### src/rtl/wvb_evt_wr_ctrl.sv
// Waveform-buffer event write controller: opens an event on a qualified trigger,
// streams buffer writes, and presents one header record on the event's final write.
module wvb_evt_wr_ctrl #(
  parameter int P_ADR_WIDTH   = 12,
  parameter int P_LTC_WIDTH   = 48,
  parameter int P_POST_WIDTH  = 8,
  parameter int P_FIX_WIDTH   = 12,
  parameter int P_NTRIG_WIDTH = 8
) (
  input  logic                     clk,
  input  logic                     i_rst,
  input  logic                     trig,
  input  logic [1:0]               trig_src,
  input  logic                     trig_mode,
  input  logic                     arm,
  input  logic                     cnst_run,
  input  logic                     overflow_in,
  input  logic [P_LTC_WIDTH-1:0]   ltc,
  input  logic [P_POST_WIDTH-1:0]  post_config,
  input  logic [P_FIX_WIDTH-1:0]   fix_config,
  input  logic [P_ADR_WIDTH-1:0]   max_len_config,
  output logic                     wvb_wren,
  output logic [P_ADR_WIDTH-1:0]   wvb_wr_addr,
  output logic                     hdr_wren,
  output logic [P_LTC_WIDTH-1:0]   hdr_ltc,
  output logic [P_ADR_WIDTH-1:0]   hdr_start_addr,
  output logic [P_ADR_WIDTH-1:0]   hdr_stop_addr,
  output logic [P_ADR_WIDTH-1:0]   hdr_evt_len,
  output logic [P_NTRIG_WIDTH-1:0] hdr_ntrig,
  output logic [1:0]               hdr_trig_src,
  output logic                     hdr_trunc,
  output logic                     hdr_ovfl,
  output logic                     armed,
  output logic                     overflow_out
);
  localparam int CNT_W = ((P_ADR_WIDTH > P_FIX_WIDTH) ? P_ADR_WIDTH : P_FIX_WIDTH) + 1;

  typedef enum logic [1:0] {IDLE, ACTIVE, FIXED} state_t;
  state_t state, state_nxt;

  logic [P_POST_WIDTH-1:0]  post_len, post_cnt;
  logic [CNT_W-1:0]         fix_len, max_len, wr_cnt, cnt_now;
  logic [P_LTC_WIDTH-1:0]   ltc_q, cur_ltc;
  logic [P_ADR_WIDTH-1:0]   start_q, cur_start, stop_q, len_q;
  logic [P_NTRIG_WIDTH-1:0] ntrig_q, cur_ntrig;
  logic [1:0]               src_q, cur_src;
  logic                     trunc_q, ovfl_q;
  logic                     open, fixed_src, retrig, norm_end, cap_end;

  assign open      = (state == IDLE) && trig && !overflow_out && (!trig_mode || armed);
  assign fixed_src = (trig_src == 2'b01) || (trig_src == 2'b10);
  assign retrig    = (state == ACTIVE) && trig;
  // Count of writes including the one happening this cycle.
  assign cnt_now   = open ? CNT_W'(1) : wr_cnt + CNT_W'(1);
  assign norm_end  = ((state == ACTIVE) && (post_cnt == '0) && !trig) ||
                     ((state == FIXED) && (cnt_now == fix_len));
  assign cap_end   = (cnt_now == max_len) && !norm_end;

  assign cur_ltc   = open ? ltc : ltc_q;
  assign cur_start = open ? wvb_wr_addr : start_q;
  assign cur_src   = open ? trig_src : src_q;
  assign cur_ntrig = open ? P_NTRIG_WIDTH'(1) :
                     (retrig && (ntrig_q != '1)) ? ntrig_q + P_NTRIG_WIDTH'(1) : ntrig_q;

  always_ff @(posedge clk) begin
    if (i_rst) state <= IDLE;
    else       state <= state_nxt;
  end

  always_comb begin
    state_nxt = state;
    if (state == IDLE && open)
      state_nxt = (fixed_src || cnst_run) ? FIXED : ACTIVE;
    if (hdr_wren || overflow_in || overflow_out)
      state_nxt = IDLE;
  end

  always_comb begin
    wvb_wren = !i_rst && !overflow_out && (open || state != IDLE);
    hdr_wren = wvb_wren && (overflow_in || norm_end || cap_end);
  end

  always_ff @(posedge clk) begin
    if (i_rst) begin
      wvb_wr_addr  <= '0;
      post_cnt     <= '0;
      wr_cnt       <= '0;
      post_len     <= P_POST_WIDTH'(2);
      fix_len      <= CNT_W'(2);
      max_len      <= CNT_W'(4);
      ltc_q        <= '0;
      start_q      <= '0;
      stop_q       <= '0;
      len_q        <= '0;
      ntrig_q      <= '0;
      src_q        <= '0;
      trunc_q      <= 1'b0;
      ovfl_q       <= 1'b0;
      armed        <= 1'b0;
      overflow_out <= 1'b0;
    end else begin
      overflow_out <= overflow_out | overflow_in;
      armed        <= arm | (armed & ~hdr_wren);
      if (state == IDLE) begin
        post_len <= (post_config < P_POST_WIDTH'(2)) ? P_POST_WIDTH'(2) : post_config;
        fix_len  <= CNT_W'((fix_config < P_FIX_WIDTH'(2)) ? P_FIX_WIDTH'(2) : fix_config);
        max_len  <= CNT_W'((max_len_config < P_ADR_WIDTH'(4)) ? P_ADR_WIDTH'(4) : max_len_config);
      end
      if (wvb_wren) begin
        wvb_wr_addr <= wvb_wr_addr + P_ADR_WIDTH'(1);
        wr_cnt      <= cnt_now;
        ltc_q       <= cur_ltc;
        start_q     <= cur_start;
        src_q       <= cur_src;
        ntrig_q     <= cur_ntrig;
        post_cnt    <= (open || retrig) ? post_len - P_POST_WIDTH'(1)
                                        : post_cnt - P_POST_WIDTH'(1);
      end
      if (hdr_wren) begin
        stop_q  <= wvb_wr_addr;
        len_q   <= P_ADR_WIDTH'(cnt_now);
        trunc_q <= cap_end;
        ovfl_q  <= overflow_in;
      end
    end
  end

  // Live values on the final write, held copies afterwards until the next open.
  assign hdr_ltc        = hdr_wren ? cur_ltc : ltc_q;
  assign hdr_start_addr = hdr_wren ? cur_start : start_q;
  assign hdr_stop_addr  = hdr_wren ? wvb_wr_addr : stop_q;
  assign hdr_evt_len    = hdr_wren ? P_ADR_WIDTH'(cnt_now) : len_q;
  assign hdr_ntrig      = hdr_wren ? cur_ntrig : ntrig_q;
  assign hdr_trig_src   = hdr_wren ? cur_src : src_q;
  assign hdr_trunc      = hdr_wren ? cap_end : trunc_q;
  assign hdr_ovfl       = hdr_wren ? overflow_in : ovfl_q;

endmodule

### config.mk
export PLATFORM = sky130hd
export DESIGN_NAME = wvb_evt_wr_ctrl
export DESIGN_NICKNAME = d
export VERILOG_FILES = /design/src/rtl/wvb_evt_wr_ctrl.sv
export SDC_FILE = /design/constraint.sdc
export NUM_CORES = 1
export LEC_CHECK = 0
export ABC_AREA = 1
export BUFFER_PORTS_ARGS = -buffer_cell sky130_fd_sc_hd__buf_2
export CORE_MARGIN = 4
export CORE_UTILIZATION = 47
export DETAILED_ROUTE_END_ITERATION = 6
export PLACE_DENSITY = 0.7
export SYNTH_ARGS = -nofsm -noshare
export SYNTH_HDL_FRONTEND = slang
export SYNTH_SLANG_ARGS = --single-unit
### constraint.sdc
create_clock -name clk -period 4.74 [get_ports clk]
set_input_delay 0 -clock clk [delete_from_list [all_inputs] [get_ports clk]]
set_output_delay 0 -clock clk [all_outputs]
set_load 0.1 [all_outputs]
==> metrics.yaml, run 1 <==
hold_class: "input port to register"
path_delay_family: "simple AND/OR/NAND/NOR gates"
cts_tree: "done"
synthesis.nets: 1437
dpl.hpwl_mm: 17.05
hold_viol_final: 0
reg2reg_slack_ns: 1.37
drt_pass1_iterations: 5
total_power_mw: 3.987
finalCriticalPeriod_ns: 4.264
rsz0062_at_grt: "false"
yosysTopAreaCell: "dfxtp_1"
netlist_top_cells_area: "dfxtp_1 38%, nand2_1 12%, o21ai_0 11%"
crit_fanout: 56
clkSlewWorstSetupHoldPaths_ns: 0.07
ir_drop_v: 0.0002358
antenna_found_initial: 0
yosysWarningCount: 0
worstPathRequired_ns: 4.74
drc: 0
synth_edf_count: 0
min_path_cells: 5
drive_above_1_share_pct: 16.71
port_buffers: 200
grt-ovfl-total: 0
finalWorstSetupSlack_ns: 0.4761
place_congestion: 0.8911
drv_cap: 0
cts-root-buf: "clkbuf_16"
cp_common_cell: "nand2_1"
critPathBufInv: 4
synthFlopType: "dfxtp_1"
slew-limit-headroom_pct: 21.30
ios: 201
clk_latency_ns: 0.42
synthTopCellsByCount: "290 x nand2_1, 185 x inv_1, 185 x o21ai_0"
ys_seq_area_share_pct: 37.67
placedCellCount: 1696
slowest_stage: "dfxtp_1"
synth_area_per_cell_um2: 6.524
dieArea_mm2: 0.02090
critPathLaunchType: "register"
wl_per_cell_um: 13.92
ys_seq_elements: 165
status: "finished clean"
post_cts_buffers: 0
dp_worst_setup_slack_ns: 0.6909
die_h_um: 144.6
holdPathEnd: "ltc_q[8]$_SDFFE_PP0P_"
start_util_pct: 48.32
synth_cell_types: 43
fin_crit_sh_pct: 89.96
cp.arrival_ns: 4.26
worst_pin_slew_ns: 1.179
grt_pass1_wl_mm: 40.05
num_rows: 49
finClkSkew_ns: 0.008421
grt_max_degree: 115
grt_pass1_vias: 8170
holdCritStartpoint: "ltc[8]"
area_delta_synth_final_pct: 35.79
clock_sinks: 165
max_freq_mhz: 234.5
drt_iter0_markers: 766
maxSlewViolCount: 0
drtAntennaViolNets: 0
critPathMaxStageDelay_ns: 0.39
synth_area_mm2: 0.008768
cts_buffers: 17
via_per_inst: 5.148
drt_wl_total_mm: 24.76
finalSetupViolCount: 0
path_cells: "nor2_4, nand3_4, nand2_1, inv_2, nand2_1, nand2_1, nand2_1, nand2_1, nor2_1, nand3_1, nor2_1, nor2_1, nand2_4, nand2_4, inv_8, buf_4, nand2_1, o21ai_1, buf_12"
nets: 1630
clockBufferDepth: 2
crit_path_end_kind: "output port"
synth_most_common_cell: "nand2_1"
async_reset_ff_share_pct: 0
final_cell_count_no_fill: 1779
num_vias: 9158
p_leak_nw: 5.150
syn-instance-count: 1344
cts_max_level: 4
path_class: "register to output port"
powerDensity_mw_per_mm2: 334.9
r2r-end: "wvb_wr_addr[11]$_SDFFE_PP0P_"
core-area_mm2: 0.01815
synth_top_area_share_pct: 37.67
r2r_start: "state[0]$_SDFFE_PP0P_"
utilization_pct: 65.61
die_width_um: 144.6
setup_tns_ns: 0
grt.total_usage_pct: 23.56
antennaDiodeCount: 0
rr_worst_depth: 12
==> where the power goes <==
group	internal [mW]	total, mW	switching, mW
Sequential	1.46	1.49	0.0344
Combinational	0.325	1.06	0.737
Clock	0.872	1.43	0.559
==> routing by layer <==
metal | vias up | track usage (%) | routed length (um)
met2 | 292 | 38.21 | 11530
met1 | 4043 | 31.46 | 10950
met5 | - | 0 | 0
met4 | 0 | 8.787 | 699
li1 | 4767 | - | -
met3 | 56 | 4.134 | 1586
==> area by class of cell <==
| type | count | area (um^2) |
|---|---|---|
| multi-input cells | 906 | 4328 |
| flip-flops and latches | 165 | 3303 |
| clock inverters | 11 | 148.9 |
| inverters | 189 | 716.9 |
| clock buffers | 21 | 470.5 |
| well taps | 229 | 286.5 |
| repair buffers | 258 | 2653 |
| fillers | 1566 | 6241 |
==> through the flow <==
step / cell area (um^2) / hold slack, ns
2_1_floorplan: 8768 / 0.1257
3_3_place_gp: 10780 / 0.2428
3_5_place_dp: 10780 / 0.2459
4_1_cts: 11900 / 0.001140
5_1_grt: 11910 / 0.02656
6_report: 11910 / 0.01211
==> cell usage in the layout, fill, tap and decap left out, types with 4 or more instances in the layout <==
cell,count
a211oi_1,12
a21oi_1,98
buf_12,73
buf_2,129
buf_4,6
clkbuf_16,17
dfxtp_1,165
dlygate4sd3_1,50
ha_1,4
inv_1,183
inv_2,4
nand2_1,290
nand3_1,77
nand4_1,16
nor2_1,86
nor3_1,7
nor4_1,7
o21ai_0,185
o21ai_1,72
o31ai_1,9
xnor2_1,6
xor2_1,5
==> sequential cells by signal, indices dropped and copies added, names as in the netlist <==
register	cells
armed	1
fix_len	12
len_q	12
ltc_q	48
max_len	12
ntrig_q	8
overflow_out	1
ovfl_q	1
post_cnt	8
post_len	8
src_q	2
start_q	12
state	2
stop_q	12
trunc_q	1
wr_cnt	13
wvb_wr_addr	12
==> what timing repair did <==
action / in CTS / in global routing
endpoints found under the setup margin: 0 / 43
hold buffers: 50 / 0
hold endpoints to repair: 52 / 0
gates resized for setup: 0 / 2
==> tightest hold or removal path: cells and delay by family <==
family / cells / cell delay, ns
buffers and inverters: 1 / 0.08
and+or+nand+nor: 1 / 0.05
AOI/OAI and AO/OA: 3 / 0.27
==> worst max-delay path by stage <==
stage                       startpoint                 to  cells past startpoint
2_1_floorplan  overflow_out$_SDFF_PP0_       hdr_ntrig[0]                     15
3_3_place_gp     state[0]$_SDFFE_PP0P_        hdr_ltc[20]                     19
3_5_place_dp     state[0]$_SDFFE_PP0P_  hdr_start_addr[8]                     19
4_1_cts          state[0]$_SDFFE_PP0P_  hdr_start_addr[8]                     19
5_1_grt          state[0]$_SDFFE_PP0P_  hdr_start_addr[8]                     19
6_report         state[0]$_SDFFE_PP0P_  hdr_start_addr[8]                     19
==> cells by family after synthesis <==
group	count (synthesis)	synth area share, %
DFF	165	37.67
AOI/OAI and AO/OA	384	22.73
buffers and inverters	274	13.13
and+or+nand+nor	504	24.57
muxes	2	0.2283
adders and majority gates	4	0.5708
xor gates and xnor gates	11	1.099
Power figures use the tool's default switching activity.
==> run 2, diff against run 1 <==
- CORE_MARGIN: 4 -> unset
- MAX_ROUTING_LAYER: unset -> met4
- clock period: 4.74 -> 4.5 ns (I/O delays scaled with it)
==> run 2 against run 1 <==
The run now ends with DRC left. First-iteration DRC count increased by 10%. Wire length increased by 3.2%. Clock skew increased by 0.0026 ns. Worst setup slack improved by 0.042 ns. Critical endpoint is now hdr_ntrig[3]. Highest routed layer unchanged. Sequential power increased by 5%.
==> metrics.yaml, run 2 (synthesis gave the netlist of run 1 again) <==
setup_tns_ns: 0  # unchanged
top_register: "ltc_q"  # unchanged
place_congestion: 0.9390  # was 0.8911
cp_common_cell: "nand2_1"  # unchanged
path_delay_family: "simple AND/OR/NAND/NOR gates"  # unchanged
antennaDiodeCount: 0  # unchanged
die_width_um: 138.6  # was 144.6 um
drive_above_1_share_pct: 16.89  # was 16.71%
power_frac_clock_pct: 37.0  # was 35.9%
grt_max_degree: 111  # was 115
p_seq_share_pct: 36.7  # was 37.5%
maxSlewViolCount: 0  # unchanged
drt_wl_total_mm: 25.55  # was 24.76 mm
hold_class: "input port to register"  # unchanged
drt_iter0_markers: 845  # was 766
crit_path_end_kind: "output port"  # unchanged
cts-root-buf: "clkbuf_16"  # unchanged
nets: 1626  # was 1,630
die_h_um: 138.6  # was 144.6 um
grt_pass1_vias: 8538  # was 8,170
hold_viol_final: 0  # unchanged
port_buffers: 200  # unchanged
start_util_pct: 48.32  # unchanged
dieArea_mm2: 0.01921  # was 0.02090 mm^2
status: "finished with violations"  # was finished clean
drv_cap: 0  # unchanged
power_switching_mw: 1.420  # was 1.330 mW
drt_pass1_iterations: 7  # was 5
grt_pass1_wl_mm: 41.61  # was 40.05 mm
post_cts_buffers: 0  # unchanged
clkSlewWorstSetupHoldPaths_ns: 0.06  # was 0.07 ns
clock_sinks: 165  # unchanged
path_cells: "nor2_4, buf_4, nand3_4, nand2_1, inv_2, nand2_1, nand2_1, nand2_1, nand2_1, nor2_1, nand3_1, nor2_1, nor2_1, nand2_4, nand2_4, inv_4, buf_12, nand2_1, o21ai_1, buf_12"  # was nor2_4, nand3_4, nand2_1, inv_2, nand2_1, nand2_1, nand2_1, nand2_1, nor2_1, nand3_1, nor2_1, nor2_1, nand2_4, nand2_4, inv_8, buf_4, nand2_1, o21ai_1, buf_12
worstPathRequired_ns: 4.50  # was 4.74 ns
grt.total_usage_pct: 27.45  # was 23.56%
num_vias: 9295  # was 9,158
area_delta_synth_final_pct: 35.76  # was 35.79%
core-area_mm2: 0.01815  # unchanged
p_sw_share_pct: 33.11  # was 33.36%
path_class: "register to output port"  # unchanged
p_leak_nw: 5.158  # was 5.150 nW
slew-limit-headroom_pct: 25.61  # was 21.30%
cts_max_level: 4  # unchanged
clockBufferDepth: 2  # unchanged
power_frac_comb_pct: 26.3  # was 26.6%
largestRegisters: "ltc_q (48), wr_cnt (13)"  # unchanged
powerDensity_mw_per_mm2: 360.4  # was 334.9 mW/mm^2
finClkSkew_ns: 0.01107  # was 0.008421 ns
r2r_start: "state[1]$_SDFFE_PP0P_"  # was state[0]$_SDFFE_PP0P_
total_power_mw: 4.290  # was 3.987 mW
rsz0062_at_grt: "false"  # unchanged
worst_pin_slew_ns: 1.115  # was 1.179 ns
drtAntennaViolNets: 0  # unchanged
grt-ovfl-total: 0  # unchanged
hold-worst-slack_ns: 0.006982  # was 0.01211 ns
fin_crit_sh_pct: 88.50
final_area_mm2: 0.01190  # was 0.01191 mm^2
cp.arrival_ns: 3.98  # was 4.26 ns
finalCriticalPeriod_ns: 3.982
wl_per_cell_um: 14.40  # was 13.92 um
slowest_stage: "dfxtp_1"  # unchanged
dpl.hpwl_mm: 17.14  # was 17.05 mm
violations: "DRC"
critPathLaunchType: "register"  # unchanged
p_int_mw: 2.870  # was 2.657 mW
cts_buffers: 17  # unchanged
cts_tree: "done"  # unchanged
ios: 201  # unchanged
via_per_inst: 5.240  # was 5.148
max_freq_mhz: 251.1
finalSetupViolCount: 0  # unchanged
critPathBufInv: 5  # was 4
critPathMaxStageDelay_ns: 0.35  # was 0.39 ns
drc: 16  # was 0
holdCritStartpoint: "ltc[42]"  # was ltc[8]
most-common-layout-cells: "290 x nand2_1, 185 x o21ai_0, 183 x inv_1"  # unchanged
largest_reg_flops: 48  # unchanged
crit_fanout: 85  # was 56
cp-startpoint: "state[1]$_SDFFE_PP0P_"  # was state[0]$_SDFFE_PP0P_
dpl_cell_area_mm2: 0.01080  # was 0.01078 mm^2
antenna_found_initial: 0  # unchanged
layout_commonest_cell: "nand2_1"  # unchanged
num_rows: 49  # unchanged
clk_latency_ns: 0.42  # about the same
ir_drop_v: 0.0002779  # was 0.0002358 V
run 2: cell types whose count changed in the layout (fill, tap and decap cells not counted), sizes merged:
cell,delta
buf,+2
bufinv,+1
clkinvlp,-2
dlygate4sd3,-6
nand3,+1
nor2,-1
run 2: layout make-up:
class | instances | area [um^2]
clock buffer | 21 | 480.5
clock inverter | 10 | 170.2
fill | 1597 | 6243
inverter | 189 | 711.9
multi-input combinational | 906 | 4332
sequential | 165 | 3303
tap | 229 | 286.5
timing repair buffer | 254 | 2620
run 2: layer usage:
layer,GRT usage [%],vias to the layer above,wire length (um)
li1,-,4750,-
met1,33.88,4189,11510
met2,44.59,301,12010
met3,4.247,55,1297
met4,11.77,0,728
met5,-,-,0
run 2: worst paths after layout:
| check | endpoint | slack (ns) | depth (start not counted) |
|---|---|---|---|
| worst max-delay path | hdr_ntrig[3] | 0.52 | 20 |
| worst min-delay path | ltc_q[42]$_SDFFE_PP0P_ | 0.007 | 5 |
| worst max register to register | len_q[3]$_SDFF_PP0_ | 1.49 | 11 |
| worst min register to register | post_len[5]$_SDFFE_PP0N_ | 0.47 | 2 |
run 2: power groups by stage:
stage	clock (mW)	combinational, mW	sequential [mW]
floorplan	0	0.755	1.61
global route	1.67	1.20	1.58
detailed placement	0	1.09	1.61
finish	1.59	1.13	1.57
CTS	1.60	1.12	1.57
global placement	0	1.08	1.60
run 2: what timing repair did:
item / in CTS / in global routing
hold endpoints to repair: 45 / 0
resized for setup: 0 / 0
hold buffers: 44 / 0
endpoints found under the setup margin: 0 / 1
run 2: per-stage QoR:
| step | worst slack (ns) | utilization (%) | cells |
|---|---|---|---|
| floorplan | 0.5641 | - | 1344 |
| global placement | 0.9367 | 59.53 | 1698 |
| detailed placement | 0.9223 | 59.53 | 1698 |
| CTS | 0.4091 | 65.54 | 1773 |
| global route | 0.1620 | 65.60 | 1774 |
| finish | 0.5176 | 65.60 | 1774 |
run 2: worst reg2reg max path, delay by kind of cell (launching register included):
| family | cells | cell delay [ns] |
|---|---|---|
| buffers and inverters | 4 | 1.32 |
| and+or+nand+nor | 7 | 1.22 |
| DFF | 1 | 0.35 |
==> run 3, diff against run 2 <==
- BUFFER_PORTS_ARGS: -buffer_cell sky130_fd_sc_hd__buf_2 -> -buffer_cell sky130_fd_sc_hd__buf_4
- PLACE_DENSITY: 0.7 -> 0.73
- clock period: 4.5 -> 3.6 ns (I/O delays scaled with it)
==> run 3 against run 2 <==
Die area unchanged. Via count up 0.73%. Worst setup slack worse by 0.29 ns. Power up 23%. Clock skew about the same. The run still ends with DRC left. Final cell count up 1.0%.
==> metrics.yaml, run 3 (synthesis gave the netlist of run 1 again) <==
slew-limit-headroom_pct: 22.28  # was 25.61%
grt.met2_usage_pct: 43.82  # was 44.59%
die_h_um: 138.6  # unchanged
finalSetupViolCount: 0  # unchanged
final_area_mm2: 0.01197  # was 0.01190 mm^2
critPathLaunchType: "register"  # unchanged
violations: "DRC"  # unchanged
met1_usage_pct: 34.26  # was 33.88%
drt_pass1_iterations: 7  # unchanged
grt.total_usage_pct: 26.99  # was 27.45%
clock_sinks: 165  # unchanged
path_cells: "ha_1, nand2_1, inv_1, nor2_1, nand2_1, xnor2_1, nor3_1, nand3_1, nor2_2, nor2_1, nand2_4, nand2_4, inv_6, buf_12, nand2_1, o21ai_2, buf_4"  # was nor2_4, buf_4, nand3_4, nand2_1, inv_2, nand2_1, nand2_1, nand2_1, nand2_1, nor2_1, nand3_1, nor2_1, nor2_1, nand2_4, nand2_4, inv_4, buf_12, nand2_1, o21ai_1, buf_12
finalCriticalPeriod_ns: 3.372
fin_crit_sh_pct: 93.66
total_power_mw: 5.272  # was 4.290 mW
largestRegisters: "ltc_q (48), wr_cnt (13)"  # unchanged
rsz0062_at_grt: "true"  # was false
cts-root-buf: "clkbuf_16"  # unchanged
drt_wl_total_mm: 25.85  # was 25.55 mm
path_class: "register to output port"  # unchanged
finalWorstSetupSlack_ns: 0.2284  # was 0.5176 ns
worst_pin_slew_ns: 1.164  # was 1.115 ns
nFillCells: 1582  # was 1,597
crit_fanout: 20  # was 85
use_met3_pct: 3.936  # was 4.247%
setup_tns_ns: 0  # unchanged
grt-ovfl-total: 0  # unchanged
area_delta_synth_final_pct: 36.53  # was 35.76%
busiest_layer: "met2"  # unchanged
dieArea_mm2: 0.01921  # unchanged
max_freq_mhz: 296.6
drv_cap: 0  # unchanged
maxSlewViolCount: 0  # unchanged
power_frac_clock_pct: 36.5  # was 37.0%
wl_per_cell_um: 14.43  # was 14.40 um
finClkSkew_ns: 0.01058  # was 0.01107 ns
dp_worst_setup_slack_ns: 0.4675  # was 0.9223 ns
antennaDiodeCount: 0  # unchanged
grt_max_degree: 128  # was 111
most-common-layout-cells: "290 x nand2_1, 185 x o21ai_0, 183 x inv_1"  # unchanged
nets: 1643  # was 1,626
multi_input_area_mm2: 0.004597  # was 0.004332 mm^2
critPathMaxStageDelay_ns: 0.35  # about the same
powerDensity_mw_per_mm2: 440.4  # was 360.4 mW/mm^2
place_congestion: 0.9587  # was 0.9390
power_frac_comb_pct: 26.2  # was 26.3%
num_rows: 49  # unchanged
cp.arrival_ns: 3.37  # was 3.98 ns
core-area_mm2: 0.01815  # unchanged
p_int_mw: 3.487  # was 2.870 mW
layout_commonest_cell: "nand2_1"  # unchanged
dpl_cell_area_mm2: 0.01051  # was 0.01080 mm^2
antenna_found_initial: 0  # unchanged
start_util_pct: 48.32  # unchanged
cts_buffers: 17  # unchanged
clockBufferDepth: 2  # unchanged
grt_pass1_wl_mm: 41.24  # was 41.61 mm
crit_path_end_kind: "output port"  # unchanged
ios: 201  # unchanged
largest_reg_flops: 48  # unchanged
die_width_um: 138.6  # unchanged
slowest_stage: "dfxtp_1"  # unchanged
cts_tree: "done"  # unchanged
p_sw_share_pct: 33.86  # was 33.11%
hold_viol_final: 0  # unchanged
dpl.hpwl_mm: 16.66  # was 17.14 mm
drc: 16  # unchanged
rr_worst_depth: 13  # was 11
drive_above_1_share_pct: 21.69  # was 16.89%
p_seq_share_pct: 37.3  # was 36.7%
min_path_cells: 5  # unchanged
drt_iter0_markers: 597  # was 845
clkSlewWorstSetupHoldPaths_ns: 0.06  # about the same
status: "finished with violations"  # unchanged
clk_latency_ns: 0.43  # was 0.42 ns
worstPathRequired_ns: 3.60  # was 4.50 ns
ir_drop_v: 0.0003971  # was 0.0002779 V
p_leak_nw: 5.259  # was 5.158 nW
drtAntennaViolNets: 0  # unchanged
via_per_inst: 5.225  # was 5.240
power_switching_mw: 1.785  # was 1.420 mW
top_register: "ltc_q"  # unchanged
cts_max_level: 4  # unchanged
port_buffers: 200  # unchanged
num_vias: 9363  # was 9,295
hold_class: "input port to register"  # unchanged
regArea_mm2: 0.003303  # unchanged
cp_common_cell: "nand2_1"  # unchanged
grt_pass1_vias: 8519  # was 8,538
==> run 3: final cells by class <==
type                       instances  area share, %
sequential                       165          27.59
clock inverter                    12          1.474
tap                              229          2.393
inverter                         189          5.968
timing repair buffer             271          20.53
multi-input combinational        906          38.40
clock buffer                      20          3.648
==> run 3: worst paths after layout <==
kind | startpoint | end | slack, ns
worst max register to register | armed$_SDFF_PP0_ | wvb_wr_addr[11]$_SDFFE_PP0P_ | 0.80
worst min-delay path | ltc[4] | ltc_q[4]$_SDFFE_PP0P_ | 0.007
worst min register to register | post_len[7]$_SDFFE_PP0N_ | post_len[7]$_SDFFE_PP0N_ | 0.47
worst max-delay path | wr_cnt[0]$_SDFFE_PP0P_ | hdr_ltc[2] | 0.23
==> run 3: what timing repair did <==
| action | 4_1_cts | 5_1_grt |
|---|---|---|
| resized for setup | 1 | 61 |
| gates cloned | 0 | 3 |
| endpoints found under the hold margin | 52 | 0 |
| pin swaps | 0 | 1 |
| hold buffers | 52 | 0 |
| buffers inserted | 0 | 4 |
| setup endpoints to repair | 7 | 95 |
==> run 3: critical path, delay by kind of cell, from the launching register on <==
| family | cells | cell delay (ns) |
|---|---|---|
| xor gates and xnor gates | 1 | 0.20 |
| adders and majority gates | 1 | 0.24 |
| AOI/OAI and AO/OA | 1 | 0.07 |
| buffers and inverters | 4 | 0.73 |
| and+or+nand+nor | 10 | 1.34 |
| DFF | 1 | 0.35 |
==> run 3: power by group through the flow <==
stage / registers, mW / clock network, mW / logic, mW
3_5_place_dp: 2.00 / 0 / 1.28
4_1_cts: 1.96 / 1.95 / 1.33
6_report: 1.97 / 1.92 / 1.38
2_1_floorplan: 2.01 / 0 / 0.972
5_1_grt: 1.97 / 2.02 / 1.48
3_3_place_gp: 2.00 / 0 / 1.27
==> run 3: through the flow <==
step                      cells  utilization [%]  hold WS, ns
after detailed placement   1701            57.94       0.2400
final                      1792            65.97     0.006549
after global placement     1701            57.94       0.2330
after global routing       1792            65.97      0.02581
after floorplan            1344                -       0.1257
after CTS                  1785            64.21    0.0004583
==> run 3: layer usage <==
layer | wire [um] | part of all wire, %
met1 | 11600 | 45
met3 | 1297 | 5.0
met4 | 665 | 2.6
met2 | 12290 | 48
met5 | 0 | 0
